==> src/rtl/dmem_pkg.sv <==
`default_nettype none
// ============================================================================
// Module   : dmem_pkg
// Purpose  : Shared types and constants for the data memory initiator: FSM
//            state encoding, default memory depth, word geometry, and the
//            request address legality check.
// Ports    : none (package)
// Revision : 1.0 - initial release
// ============================================================================
package dmem_pkg;

  localparam int unsigned MEM_DEPTH_DEFAULT = 32;
  localparam int unsigned BYTES_PER_WORD    = 4;

  typedef enum logic [2:0] {
    IDLE    = 3'd0,
    RD      = 3'd1,
    RD_LAST = 3'd2,
    WR      = 3'd3,
    RESP    = 3'd4
  } dmem_state_e;

  // A word access is legal only when aligned and its last byte lies inside
  // the memory. The sum is carried in 33 bits so addresses near 2^32 cannot
  // wrap into a small, seemingly legal value.
  function automatic logic addr_is_bad(input logic [31:0] addr,
                                       input int unsigned depth);
    logic [32:0] last_byte;
    last_byte = {1'b0, addr} + 33'd3;
    return (addr[1:0] != 2'b00) || (last_byte >= {1'b0, depth});
  endfunction

endpackage
`default_nettype wire

==> src/rtl/data_mem_initiator_if.sv <==
`default_nettype none
// ============================================================================
// Module   : data_mem_initiator_if
// Purpose  : Bundles the request/response handshake and the byte-memory bus
//            of the data memory initiator.
// Ports    : slave  - initiator view (takes requests, drives memory strobes)
//            master - requester/memory view (drives requests and read data)
// Revision : 1.0 - initial release
// ============================================================================
interface data_mem_initiator_if;

  logic        req_valid_i;
  logic        req_ready_o;
  logic        req_write_i;
  logic [31:0] req_addr_i;
  logic [31:0] req_wdata_i;
  logic        resp_valid_o;
  logic [31:0] resp_rdata_o;
  logic        err_o;
  logic        memRead_o;
  logic        memWrite_o;
  logic [31:0] memAddr_o;
  logic [31:0] memWData_o;
  logic [7:0]  memRData_i;

  modport slave (
    input  req_valid_i, req_write_i, req_addr_i, req_wdata_i, memRData_i,
    output req_ready_o, resp_valid_o, resp_rdata_o, err_o,
           memRead_o, memWrite_o, memAddr_o, memWData_o
  );

  modport master (
    output req_valid_i, req_write_i, req_addr_i, req_wdata_i, memRData_i,
    input  req_ready_o, resp_valid_o, resp_rdata_o, err_o,
           memRead_o, memWrite_o, memAddr_o, memWData_o
  );

endinterface
`default_nettype wire

==> src/rtl/dmem_byte_assembler.sv <==
`default_nettype none
// ============================================================================
// Module   : dmem_byte_assembler
// Purpose  : Packs the bytes of a load into a little-endian word. Each
//            captured byte enters at the top and shifts down, so after four
//            captures the first byte sits in [7:0].
// Ports    : clk_i, rst_i (sync, active-low), clear_i (start of a load),
//            capture_i (byte_i valid this cycle), byte_i,
//            word_o (assembled word including any byte captured this cycle)
// Revision : 1.0 - initial release
// ============================================================================
module dmem_byte_assembler
  import dmem_pkg::*;
(
  input  wire logic                          clk_i,
  input  wire logic                          rst_i,
  input  wire logic                          clear_i,
  input  wire logic                          capture_i,
  input  wire logic [7:0]                    byte_i,
  output logic      [8*BYTES_PER_WORD-1:0]   word_o
);

  localparam int unsigned WORD_W = 8 * BYTES_PER_WORD;

  logic [WORD_W-1:0] word_q;
  logic [WORD_W-1:0] word_d;

  always_comb begin
    word_d = word_q;
    if (clear_i) begin
      word_d = '0;
    end else if (capture_i) begin
      word_d = {byte_i, word_q[WORD_W-1:8]};
    end
  end

  always_ff @(posedge clk_i) begin
    if (!rst_i) begin
      word_q <= '0;
    end else begin
      word_q <= word_d;
    end
  end

  // Exposing the next value lets the caller latch the word on the same edge
  // that captures the final byte.
  assign word_o = word_d;

endmodule
`default_nettype wire

==> src/rtl/data_mem_initiator.sv <==
`default_nettype none
// ============================================================================
// Module   : data_mem_initiator
// Purpose  : Converts 32-bit word load/store requests into four byte accesses
//            on a byte-wide memory with one cycle of read latency.
// Ports    : clk_i  - clock
//            rst_i  - synchronous active-low reset
//            bus    - data_mem_initiator_if.slave (request/response handshake
//                     and byte-memory strobes, address, data)
// Revision : 1.0 - initial release
// ============================================================================
module data_mem_initiator
  import dmem_pkg::*;
#(
  parameter int unsigned MEM_DEPTH = MEM_DEPTH_DEFAULT,
  parameter int unsigned RD_LAT    = 1
)(
  input  wire logic           clk_i,
  input  wire logic           rst_i,
  data_mem_initiator_if.slave bus
);

  localparam logic [1:0] LAST_BYTE = 2'(BYTES_PER_WORD - 1);

  dmem_state_e       state_q, state_d;
  logic [1:0]        cnt_q, cnt_d;
  logic [31:0]       wdata_q, wdata_d;      // store data, shifted one byte per write
  logic              ready_q, ready_d;
  logic              resp_valid_q, resp_valid_d;
  logic              err_q, err_d;
  logic [31:0]       rdata_q, rdata_d;
  logic              mem_read_q, mem_read_d;
  logic              mem_write_q, mem_write_d;
  logic [31:0]       mem_addr_q, mem_addr_d;
  logic [7:0]        mem_wdata_q, mem_wdata_d;
  logic [RD_LAT-1:0] rd_pend_q, rd_pend_d;  // read strobes in flight
  logic              asm_clear;
  logic [31:0]       asm_word;

  // Read data returns RD_LAT cycles after the strobe; the oldest pending
  // strobe marks the cycle in which memRData_i is valid.
  assign rd_pend_d = (rd_pend_q << 1) | RD_LAT'(mem_read_q);

  dmem_byte_assembler u_asm (
    .clk_i     (clk_i),
    .rst_i     (rst_i),
    .clear_i   (asm_clear),
    .capture_i (rd_pend_q[RD_LAT-1]),
    .byte_i    (bus.memRData_i),
    .word_o    (asm_word)
  );

  always_comb begin
    state_d      = state_q;
    cnt_d        = cnt_q;
    wdata_d      = wdata_q;
    resp_valid_d = 1'b0;
    err_d        = err_q;
    rdata_d      = rdata_q;
    mem_read_d   = 1'b0;
    mem_write_d  = 1'b0;
    mem_addr_d   = mem_addr_q;
    mem_wdata_d  = mem_wdata_q;
    asm_clear    = 1'b0;

    case (state_q)
      IDLE: begin
        if (bus.req_valid_i && ready_q) begin
          cnt_d = 2'd0;
          if (addr_is_bad(bus.req_addr_i, MEM_DEPTH)) begin
            state_d      = RESP;
            resp_valid_d = 1'b1;
            err_d        = 1'b1;
            rdata_d      = '0;
          end else if (bus.req_write_i) begin
            state_d     = WR;
            mem_write_d = 1'b1;
            mem_addr_d  = bus.req_addr_i;
            mem_wdata_d = bus.req_wdata_i[7:0];
            wdata_d     = bus.req_wdata_i >> 8;
          end else begin
            state_d    = RD;
            mem_read_d = 1'b1;
            mem_addr_d = bus.req_addr_i;
            asm_clear  = 1'b1;
          end
        end
      end
      RD: begin
        if (cnt_q == LAST_BYTE) begin
          state_d = RD_LAST;
        end else begin
          cnt_d      = cnt_q + 2'd1;
          mem_read_d = 1'b1;
          mem_addr_d = mem_addr_q + 32'd1;
        end
      end
      RD_LAST: begin
        // The final byte arrives this cycle; asm_word already includes it.
        state_d      = RESP;
        resp_valid_d = 1'b1;
        err_d        = 1'b0;
        rdata_d      = asm_word;
      end
      WR: begin
        if (cnt_q == LAST_BYTE) begin
          state_d      = RESP;
          resp_valid_d = 1'b1;
          err_d        = 1'b0;
          rdata_d      = '0;
        end else begin
          cnt_d       = cnt_q + 2'd1;
          mem_write_d = 1'b1;
          mem_addr_d  = mem_addr_q + 32'd1;
          mem_wdata_d = wdata_q[7:0];
          wdata_d     = wdata_q >> 8;
        end
      end
      RESP: begin
        state_d = IDLE;
      end
      default: begin
        state_d = IDLE;
      end
    endcase

    ready_d = (state_d == IDLE);
  end

  always_ff @(posedge clk_i) begin
    if (!rst_i) begin
      state_q      <= IDLE;
      cnt_q        <= 2'd0;
      wdata_q      <= '0;
      ready_q      <= 1'b1;
      resp_valid_q <= 1'b0;
      err_q        <= 1'b0;
      rdata_q      <= '0;
      mem_read_q   <= 1'b0;
      mem_write_q  <= 1'b0;
      mem_addr_q   <= '0;
      mem_wdata_q  <= '0;
      rd_pend_q    <= '0;
    end else begin
      state_q      <= state_d;
      cnt_q        <= cnt_d;
      wdata_q      <= wdata_d;
      ready_q      <= ready_d;
      resp_valid_q <= resp_valid_d;
      err_q        <= err_d;
      rdata_q      <= rdata_d;
      mem_read_q   <= mem_read_d;
      mem_write_q  <= mem_write_d;
      mem_addr_q   <= mem_addr_d;
      mem_wdata_q  <= mem_wdata_d;
      rd_pend_q    <= rd_pend_d;
    end
  end

  assign bus.req_ready_o  = ready_q;
  assign bus.resp_valid_o = resp_valid_q;
  assign bus.resp_rdata_o = rdata_q;
  assign bus.err_o        = err_q;
  assign bus.memRead_o    = mem_read_q;
  assign bus.memWrite_o   = mem_write_q;
  assign bus.memAddr_o    = mem_addr_q;
  assign bus.memWData_o   = {24'd0, mem_wdata_q};

endmodule
`default_nettype wire

==> src/flat_wrapper.sv <==
// flat-port wrapper written by rule: the top's interface ports become plain ports
module data_mem_initiator_flat import dmem_pkg::*;
#(
  parameter int unsigned MEM_DEPTH = MEM_DEPTH_DEFAULT,
  parameter int unsigned RD_LAT    = 1
)
  (clk_i, rst_i, bus_req_valid_i, bus_req_write_i, bus_req_addr_i, bus_req_wdata_i, bus_memRData_i, bus_req_ready_o, bus_resp_valid_o, bus_resp_rdata_o, bus_err_o, bus_memRead_o, bus_memWrite_o, bus_memAddr_o, bus_memWData_o);
  data_mem_initiator_if bus_i ();
  input  wire logic clk_i;
  input  wire logic rst_i;
  input wire logic [$bits(bus_i.req_valid_i)-1:0] bus_req_valid_i;
  input wire logic [$bits(bus_i.req_write_i)-1:0] bus_req_write_i;
  input wire logic [$bits(bus_i.req_addr_i)-1:0] bus_req_addr_i;
  input wire logic [$bits(bus_i.req_wdata_i)-1:0] bus_req_wdata_i;
  input wire logic [$bits(bus_i.memRData_i)-1:0] bus_memRData_i;
  output wire logic [$bits(bus_i.req_ready_o)-1:0] bus_req_ready_o;
  output wire logic [$bits(bus_i.resp_valid_o)-1:0] bus_resp_valid_o;
  output wire logic [$bits(bus_i.resp_rdata_o)-1:0] bus_resp_rdata_o;
  output wire logic [$bits(bus_i.err_o)-1:0] bus_err_o;
  output wire logic [$bits(bus_i.memRead_o)-1:0] bus_memRead_o;
  output wire logic [$bits(bus_i.memWrite_o)-1:0] bus_memWrite_o;
  output wire logic [$bits(bus_i.memAddr_o)-1:0] bus_memAddr_o;
  output wire logic [$bits(bus_i.memWData_o)-1:0] bus_memWData_o;
  assign bus_i.req_valid_i = bus_req_valid_i;
  assign bus_i.req_write_i = bus_req_write_i;
  assign bus_i.req_addr_i = bus_req_addr_i;
  assign bus_i.req_wdata_i = bus_req_wdata_i;
  assign bus_i.memRData_i = bus_memRData_i;
  assign bus_req_ready_o = bus_i.req_ready_o;
  assign bus_resp_valid_o = bus_i.resp_valid_o;
  assign bus_resp_rdata_o = bus_i.resp_rdata_o;
  assign bus_err_o = bus_i.err_o;
  assign bus_memRead_o = bus_i.memRead_o;
  assign bus_memWrite_o = bus_i.memWrite_o;
  assign bus_memAddr_o = bus_i.memAddr_o;
  assign bus_memWData_o = bus_i.memWData_o;
  data_mem_initiator #(.MEM_DEPTH(MEM_DEPTH), .RD_LAT(RD_LAT)) u_core (.clk_i(clk_i), .rst_i(rst_i), .bus(bus_i));
endmodule
==> config.mk <==
export PLATFORM = sky130hd
export DESIGN_NAME = data_mem_initiator_flat
export DESIGN_NICKNAME = d
export VERILOG_FILES = /design/src/rtl/dmem_pkg.sv /design/src/rtl/data_mem_initiator_if.sv /design/src/rtl/dmem_byte_assembler.sv /design/src/rtl/data_mem_initiator.sv /design/src/flat_wrapper.sv
export SDC_FILE = /design/constraint.sdc
export NUM_CORES = 1
export LEC_CHECK = 0
export BUFFER_PORTS_ARGS = -buffer_cell sky130_fd_sc_hd__buf_4
export CAP_MARGIN = 25
export CORE_ASPECT_RATIO = 1.25
export CORE_UTILIZATION = 48
export DETAILED_ROUTE_END_ITERATION = 16
export GPL_TIMING_DRIVEN = 0
export PLACE_DENSITY = 0.76
export SYNTH_ARGS = -nofsm -noshare
export SYNTH_HDL_FRONTEND = slang
export SYNTH_HIERARCHICAL = 1
export SYNTH_SLANG_ARGS = --single-unit
==> constraint.sdc <==
create_clock -name clk_i -period 2.9 [get_ports clk_i]
set_input_delay 0.29 -clock clk_i [delete_from_list [all_inputs] [get_ports clk_i]]
set_output_delay 0.29 -clock clk_i [all_outputs]
set_load 0.02 [all_outputs]
**Word-level counts from Yosys, hierarchy flattened**

Index checks and enable logic that the tools add are counted.

- Reduce and logical (&&, ||, !) cells: 13
- Mux-type cells: 47
- Bitwise logic cells: 0
- Add/subtract/negate cells: 3
- $mul: 0
- Magnitude comparators: 1
- Shift-type cells: 0
- Equality and inequality tests: 11
- Div/mod/pow operators: 0

Operators with widths:

| operator | count |
|---|---|
| 32-bit 2-to-1 mux | 12 |
| 32-bit case mux with 2 select lines | 2 |
| 32-bit case mux with 3 select lines | 1 |
| 32-bit by 2-bit adder with 33-bit output, second input constant | 1 |
| 33-bit by 6-bit greater-or-equal comparator with 1-bit output, second input constant | 1 |
| 32-bit by 1-bit adder with 32-bit output, second input constant | 1 |
| 8-bit 2-to-1 mux | 4 |
| 8-bit case mux with 2 select lines | 1 |
| 1-bit 2-to-1 mux | 14 |
| 3-bit 2-to-1 mux | 4 |
| 3-bit case mux with 4 select lines | 1 |
| 2-bit != test, second input constant | 4 |
| 4-bit AND reduction | 2 |
| 3-bit by 2-bit equality test with 1-bit output, second input constant | 2 |
| 3-bit zero test | 2 |
| 2-bit 2-to-1 mux | 3 |
| 2-bit by 1-bit != test with 1-bit output, second input constant | 3 |
| 1-bit case mux with 3 select lines | 2 |
| 2-bit nonzero test | 3 |
| 5-bit AND reduction | 1 |
| 1-bit case mux with 2 select lines | 2 |
| 2-bit case mux with 2 select lines | 1 |
| 3-bit by 1-bit equality test with 1-bit output, second input constant | 1 |
| 3-bit AND reduction | 1 |
| 6 further kinds | 6 |

- Flip-flop bits (word level): 147
- Memories: 0
- Bits of input ports: 76
- Bits in writable memories: 0
- Logic and storage cells: 88
- Bits in latches: 0
- Memory bits (read-only): 0

**Logic depth before layout (Yosys ltp)**

- Depth in word-level cells: 8
- Depth in mapped cells: 12

**Cells and area by module**

The synthesis kept the hierarchy.

By module, submodules not included:

| module | instances | area an instance (µm²) | cells each |
|---|---|---|---|
| data_mem_initiator | 1 | 5525.3 | 646 |
| dmem_byte_assembler | 1 | 1318.8 | 140 |

**Least setup slack after synthesis**

OpenSTA, ideal clock, no wires.

- Path type: input -> register
- From: input port bus_req_addr_i[1]
- To: register u_core.rdata_q[10] (netlist: u_core/bus.resp_rdata_o[10])
- Stages: 11
- Required time: 2.783 ns
- Path slack: -0.231 ns
- Arrival time: 3.014 ns
- Path buffers: 2
- Setup time: 0.117 ns
- Cell sequence: o211ai_1 or3_1 or4_1 o31a_1 a211o_1 or2_2 nor3_1 buf_2 clkbuf_1 nor2_1 a22o_1

- Longest elaborated chain between the ends: 8
- Elaborated cells between the ends (all ways): 11

RTL lines:

| what | line | RTL |
|---|---|---|
| start: declaration | flat_wrapper.sv:13 | `input wire logic [$bits(bus_i.req_addr_i)-1:0] bus_req_addr_i;` |
| 32-bit by 2-bit adder with 33-bit output | dmem_pkg.sv:29 | `last_byte = {1'b0, addr} + 33'd3;` |
| 33-bit by 6-bit greater-or-equal comparator with 1-bit output | dmem_pkg.sv:30 | `return (addr[1:0] != 2'b00) \|\| (last_byte >= {1'b0, depth});` |
| 1-bit logical OR * | dmem_pkg.sv:30 |  |
| 1-bit 2-to-1 mux * | data_mem_initiator.sv:70 | `if (addr_is_bad(bus.req_addr_i, MEM_DEPTH)) begin` |
| 1-bit 2-to-1 mux * | data_mem_initiator.sv:68 | `if (bus.req_valid_i && ready_q) begin` |
| 1-bit 2-to-1 mux * | data_mem_initiator.sv:66 | `case (state_q)` |
| net u_core.asm_clear | data_mem_initiator.sv:37 | `logic asm_clear;` |
| 32-bit 2-to-1 mux * | dmem_byte_assembler.sv:30 | `if (clear_i) begin` |
| net u_core.asm_word[10] | data_mem_initiator.sv:38 | `logic [31:0] asm_word;` |
| 32-bit case mux with 3 select lines * | data_mem_initiator.sv:66 |  |
| end signal: assignment | data_mem_initiator.sv:151 | `rdata_q <= rdata_d;` |
| end: declaration | data_mem_initiator.sv:31 | `logic [31:0] rdata_q, rdata_d;` |

Mark *: on every way through the listed nets, which the timed path passes. The rest lies on a longest branch.
A chain may end at the register's enable or synchronous reset.

**Worst setup path after layout**

- From: input port bus_req_addr_i[17]
- To: register u_core.rdata_q[29] (netlist: u_core/bus.resp_rdata_o[29])

- Longest elaborated chain between the ends: 8
- Elaborated cells between the ends (all ways): 10

RTL lines:

| what | line |
|---|---|
| 32-bit by 2-bit adder with 33-bit output | dmem_pkg.sv:29 |
| 33-bit by 6-bit greater-or-equal comparator with 1-bit output | dmem_pkg.sv:30 |
| 1-bit logical OR | dmem_pkg.sv:30 |
| 1-bit 2-to-1 mux | data_mem_initiator.sv:70 |
| 1-bit 2-to-1 mux | data_mem_initiator.sv:68 |
| 1-bit 2-to-1 mux | data_mem_initiator.sv:66 |
| net u_core.asm_clear | data_mem_initiator.sv:37 |
| 32-bit 2-to-1 mux | dmem_byte_assembler.sv:30 |
| net u_core.asm_word[29] | data_mem_initiator.sv:38 |
| 32-bit case mux with 3 select lines | data_mem_initiator.sv:66 |

The timed path passes the listed nets, and every way through them passes these cells.

==> impl_metrics.json <==
{
  "worstPathArrival_ns": 3.12,
  "final_nets": 1063,
  "maxSlewViolCount": 0,
  "initial_core_util": 0.493,
  "numCtsBuffers": 17,
  "peakVddDrop_mv": 0.508,
  "fin_crit_ns": 2.82,
  "insertion_delay_ns": 0.41,
  "design_area_um2": 9010,
  "grt_overflow": 0,
  "drc": 0,
  "yosysMostFrequentCell": "dfxtp_1",
  "worstPathMaxFanout": 10,
  "ys_ff_latch": 139,
  "tightest_slew_ns": 0.888,
  "route.detailed.wl_per_inst_um": 16.9,
  "synth_area_leaders": "dfxtp_1, mux2i_1, nor2_1",
  "clock_sinks": 139,
  "ys_async_sr_fraction": 0,
  "relSlewSlack": 0.407,
  "finalWorstSetupSlack_ns": 0.0778,
  "crit_required_ns": 3.20,
  "cts_root_buffer": "clkbuf_16",
  "cpLargestDelayFamily": "simple AND/OR/NAND/NOR gates",
  "p_total_mw": 4.64,
  "cts_buffer_depth": 2,
  "grt_pass1_wl_um": 30000,
  "gp_congestion": 0.959,
  "die_w_um": 109,
  "path_clk_slew_ns": 0.06,
  "hpwl_um": 14700,
  "grt_max_degree": 17,
  "power_switching_mw": 1.26,
  "rsz0062_at_grt": "no",
  "crit_path_end_kind": "flop",
  "crit_chain": "buf_4 -> nand4_1 -> or4_4 -> or4_1 -> o31a_1 -> a211o_4 -> or2_4 -> nor3_2 -> buf_4 -> clkbuf_8 -> nor2_1 -> a22o_1",
  "grt_usage": 0.262,
  "power_frac_seq": 0.425,
  "internal_power_mw": 3.38,
  "drtPass1Iterations": 6,
  "power_density_nw_per_um2": 515,
  "fillers": 1191,
  "antenna_found_initial": 0,
  "p_leak_nw": 3.95,
  "cts_max_level": 4,
  "core_region_area_um2": 13900,
  "synth_cell_types": 67,
  "cp_common_cell": "buf_4",
  "die_h_um": 136,
  "crit_type": "primary input to flop",
  "io_buffer_count": 151,
  "routed_wirelength_um": 19800,
  "core.rowCount": 48,
  "hold_path_class": "primary input to flop",
  "switching_share": 0.271,
  "hold_viol_final": 0,
  "fin_crit_sh": 0.973,
  "initialDrtViolationCount": 437,
  "synth_commonest_cells": "dfxtp_1, nor2_1, nand2_1",
  "vias": 6645,
  "setup_viol": 0,
  "synthesis.area_um2": 6840,
  "pwr-share-comb": 0.107,
  "synth_area_per_cell_um2": 8.71,
  "clkPwrFrac": 0.469,
  "antenna_cells": 0,
  "syn2layout_area_growth_pct": 31.7,
  "ys_dominant_reg_cell": "dfxtp_1",
  "critPathBufInv": 3,
  "outcome": "complete, no violations",
  "boundaryPins": 177,
  "seq_area_frac_synth": 0.407,
  "via_per_inst": 5.66,
  "post-synth-top-area-fraction": 0.407,
  "worst_hold_slack_ns": 0.0906,
  "cap_violations": 0,
  "crit_path_max_incr_delay_ns": 0.52,
  "placed_cell_area_um2": 8320,
  "holdBufCountCts": 0,
  "slowest_stage": "or4_4",
  "dieArea_um2": 14700,
  "synth-edff-count": 0,
  "dpl_worst_slack_ns": -0.549,
  "yosys_warnings": 6,
  "final_layout_size_suffix_gt1_frac": 0.279,
  "grt_pass1_vias": 6049,
  "max_freq_mhz": 354,
  "cts_tree": "yes",
  "synthCells": 786,
  "yosysTopAreaCell": "dfxtp_1",
  "crit_path_start_kind": "primary input",
  "ant_nets": 0,
  "fin_util": 0.650,
  "fin_skew_ns": 0.0107
}
final timing paths:
kind                      startpoint                          end  slack (ns)  cells past startpoint
max               bus_req_addr_i[17]  u_core/bus.resp_rdata_o[29]        0.08                     12
min              bus_req_wdata_i[30]           u_core/wdata_q[22]        0.09                      2
max reg2reg  u_core/bus.memAddr_o[0]     u_core/bus.memAddr_o[30]        0.23                      9
min reg2reg        u_core/wdata_q[6]            u_core/wdata_q[6]        0.46                      2
flip-flops by register name (all words and copies together), names as in the netlist:
signal and count:
u_core/bus.resp_rdata_o 32, u_core/bus.memRead_o 1, u_core/bus.req_ready_o 1, u_core/cnt_q 2, u_core/bus.resp_valid_o 1, u_core/bus.memAddr_o 32
u_core/mem_wdata_q 8, u_core/bus.memWrite_o 1, u_core/rd_pend_q 1, u_core/wdata_q 24, u_core/state_q 3, u_core/bus.err_o 1
u_core/u_asm/word_q 32
cell type report:
| cell class | instances | area (um^2) | area share |
|---|---|---|---|
| plain buffers | 76 | 500 | 0.0555 |
| clock buffers | 17 | 425 | 0.0472 |
| clock inverters | 15 | 171 | 0.0190 |
| inverters | 6 | 22.5 | 0.00250 |
| multi-input cells | 588 | 3710 | 0.412 |
| flip-flops and latches | 139 | 2780 | 0.309 |
| well taps | 175 | 219 | 0.0243 |
| repair buffers | 157 | 1180 | 0.131 |
cell usage in the layout, fill, tap and decap left out, types with 6 or more instances in the layout:
| master | netlist | routed |
|---|---|---|
| buf_4 | 24 | 183 |
| dfxtp_1 | 139 | 139 |
| nor2_1 | 99 | 99 |
| nand2_1 | 86 | 85 |
| mux2i_1 | 58 | 58 |
| a21oi_1 | 35 | 34 |
| a22o_1 | 33 | 33 |
| clkbuf_1 | 29 | 27 |
| nand3_1 | 26 | 25 |
| mux2_2 | 25 | 25 |
| conb_1 | 1 | 24 |
| nor3_1 | 21 | 19 |
| o211ai_1 | 18 | 18 |
| clkbuf_16 | 0 | 17 |
| o21ai_0 | 16 | 16 |
| nand4_1 | 12 | 12 |
| nor4_1 | 12 | 11 |
| and3_1 | 10 | 10 |
| o21ai_1 | 10 | 10 |
| buf_2 | 12 | 9 |
| a32o_1 | 8 | 8 |
| and2_1 | 6 | 6 |
| inv_1 | 6 | 6 |
| nor2b_1 | 6 | 6 |
repair_timing:
action                     in CTS  in global routing
pin swaps                       2                  4
gates resized for setup         2                  9
buffers inserted                2                  4
setup endpoints to repair      95                 87
metal layers:
metal | vias to the layer above | GRT usage | part of all wire
met3 | 39 | 0.0563 | 0.070
met2 | 306 | 0.460 | 0.51
met1 | 3094 | 0.310 | 0.40
met5 | - | 0 | 0
met4 | 0 | 0.0991 | 0.021
li1 | 3206 | - | -
power by group through the flow:
stage          sequential [mW]  combinational (mW)  clock, mW
2_1_floorplan             2.03               0.248          0
3_3_place_gp              2.01               0.475          0
3_5_place_dp              2.01               0.480          0
4_1_cts                   1.97               0.484       2.20
5_1_grt                   1.97               0.529       2.29
6_report                  1.97               0.495       2.18
cell families after synthesis:
family	synth area share
simple gates	0.216
compound gates	0.170
flops	0.407
mux	0.126
buf+inv	0.0718
xor+xnor	0.00512
fa+ha+maj	0.00366
other cells	0.000548
metrics by stage:
| step | std cells | setup TNS, ns |
|---|---|---|
| finish | 1173 | 0 |
| global route | 1173 | 0 |
| CTS | 1169 | 0 |
| detailed placement | 1135 | -56.81 |
| global placement | 1135 | -54.35 |
| floorplan | 809 | 0 |
(Power assumes the default switching activity.)
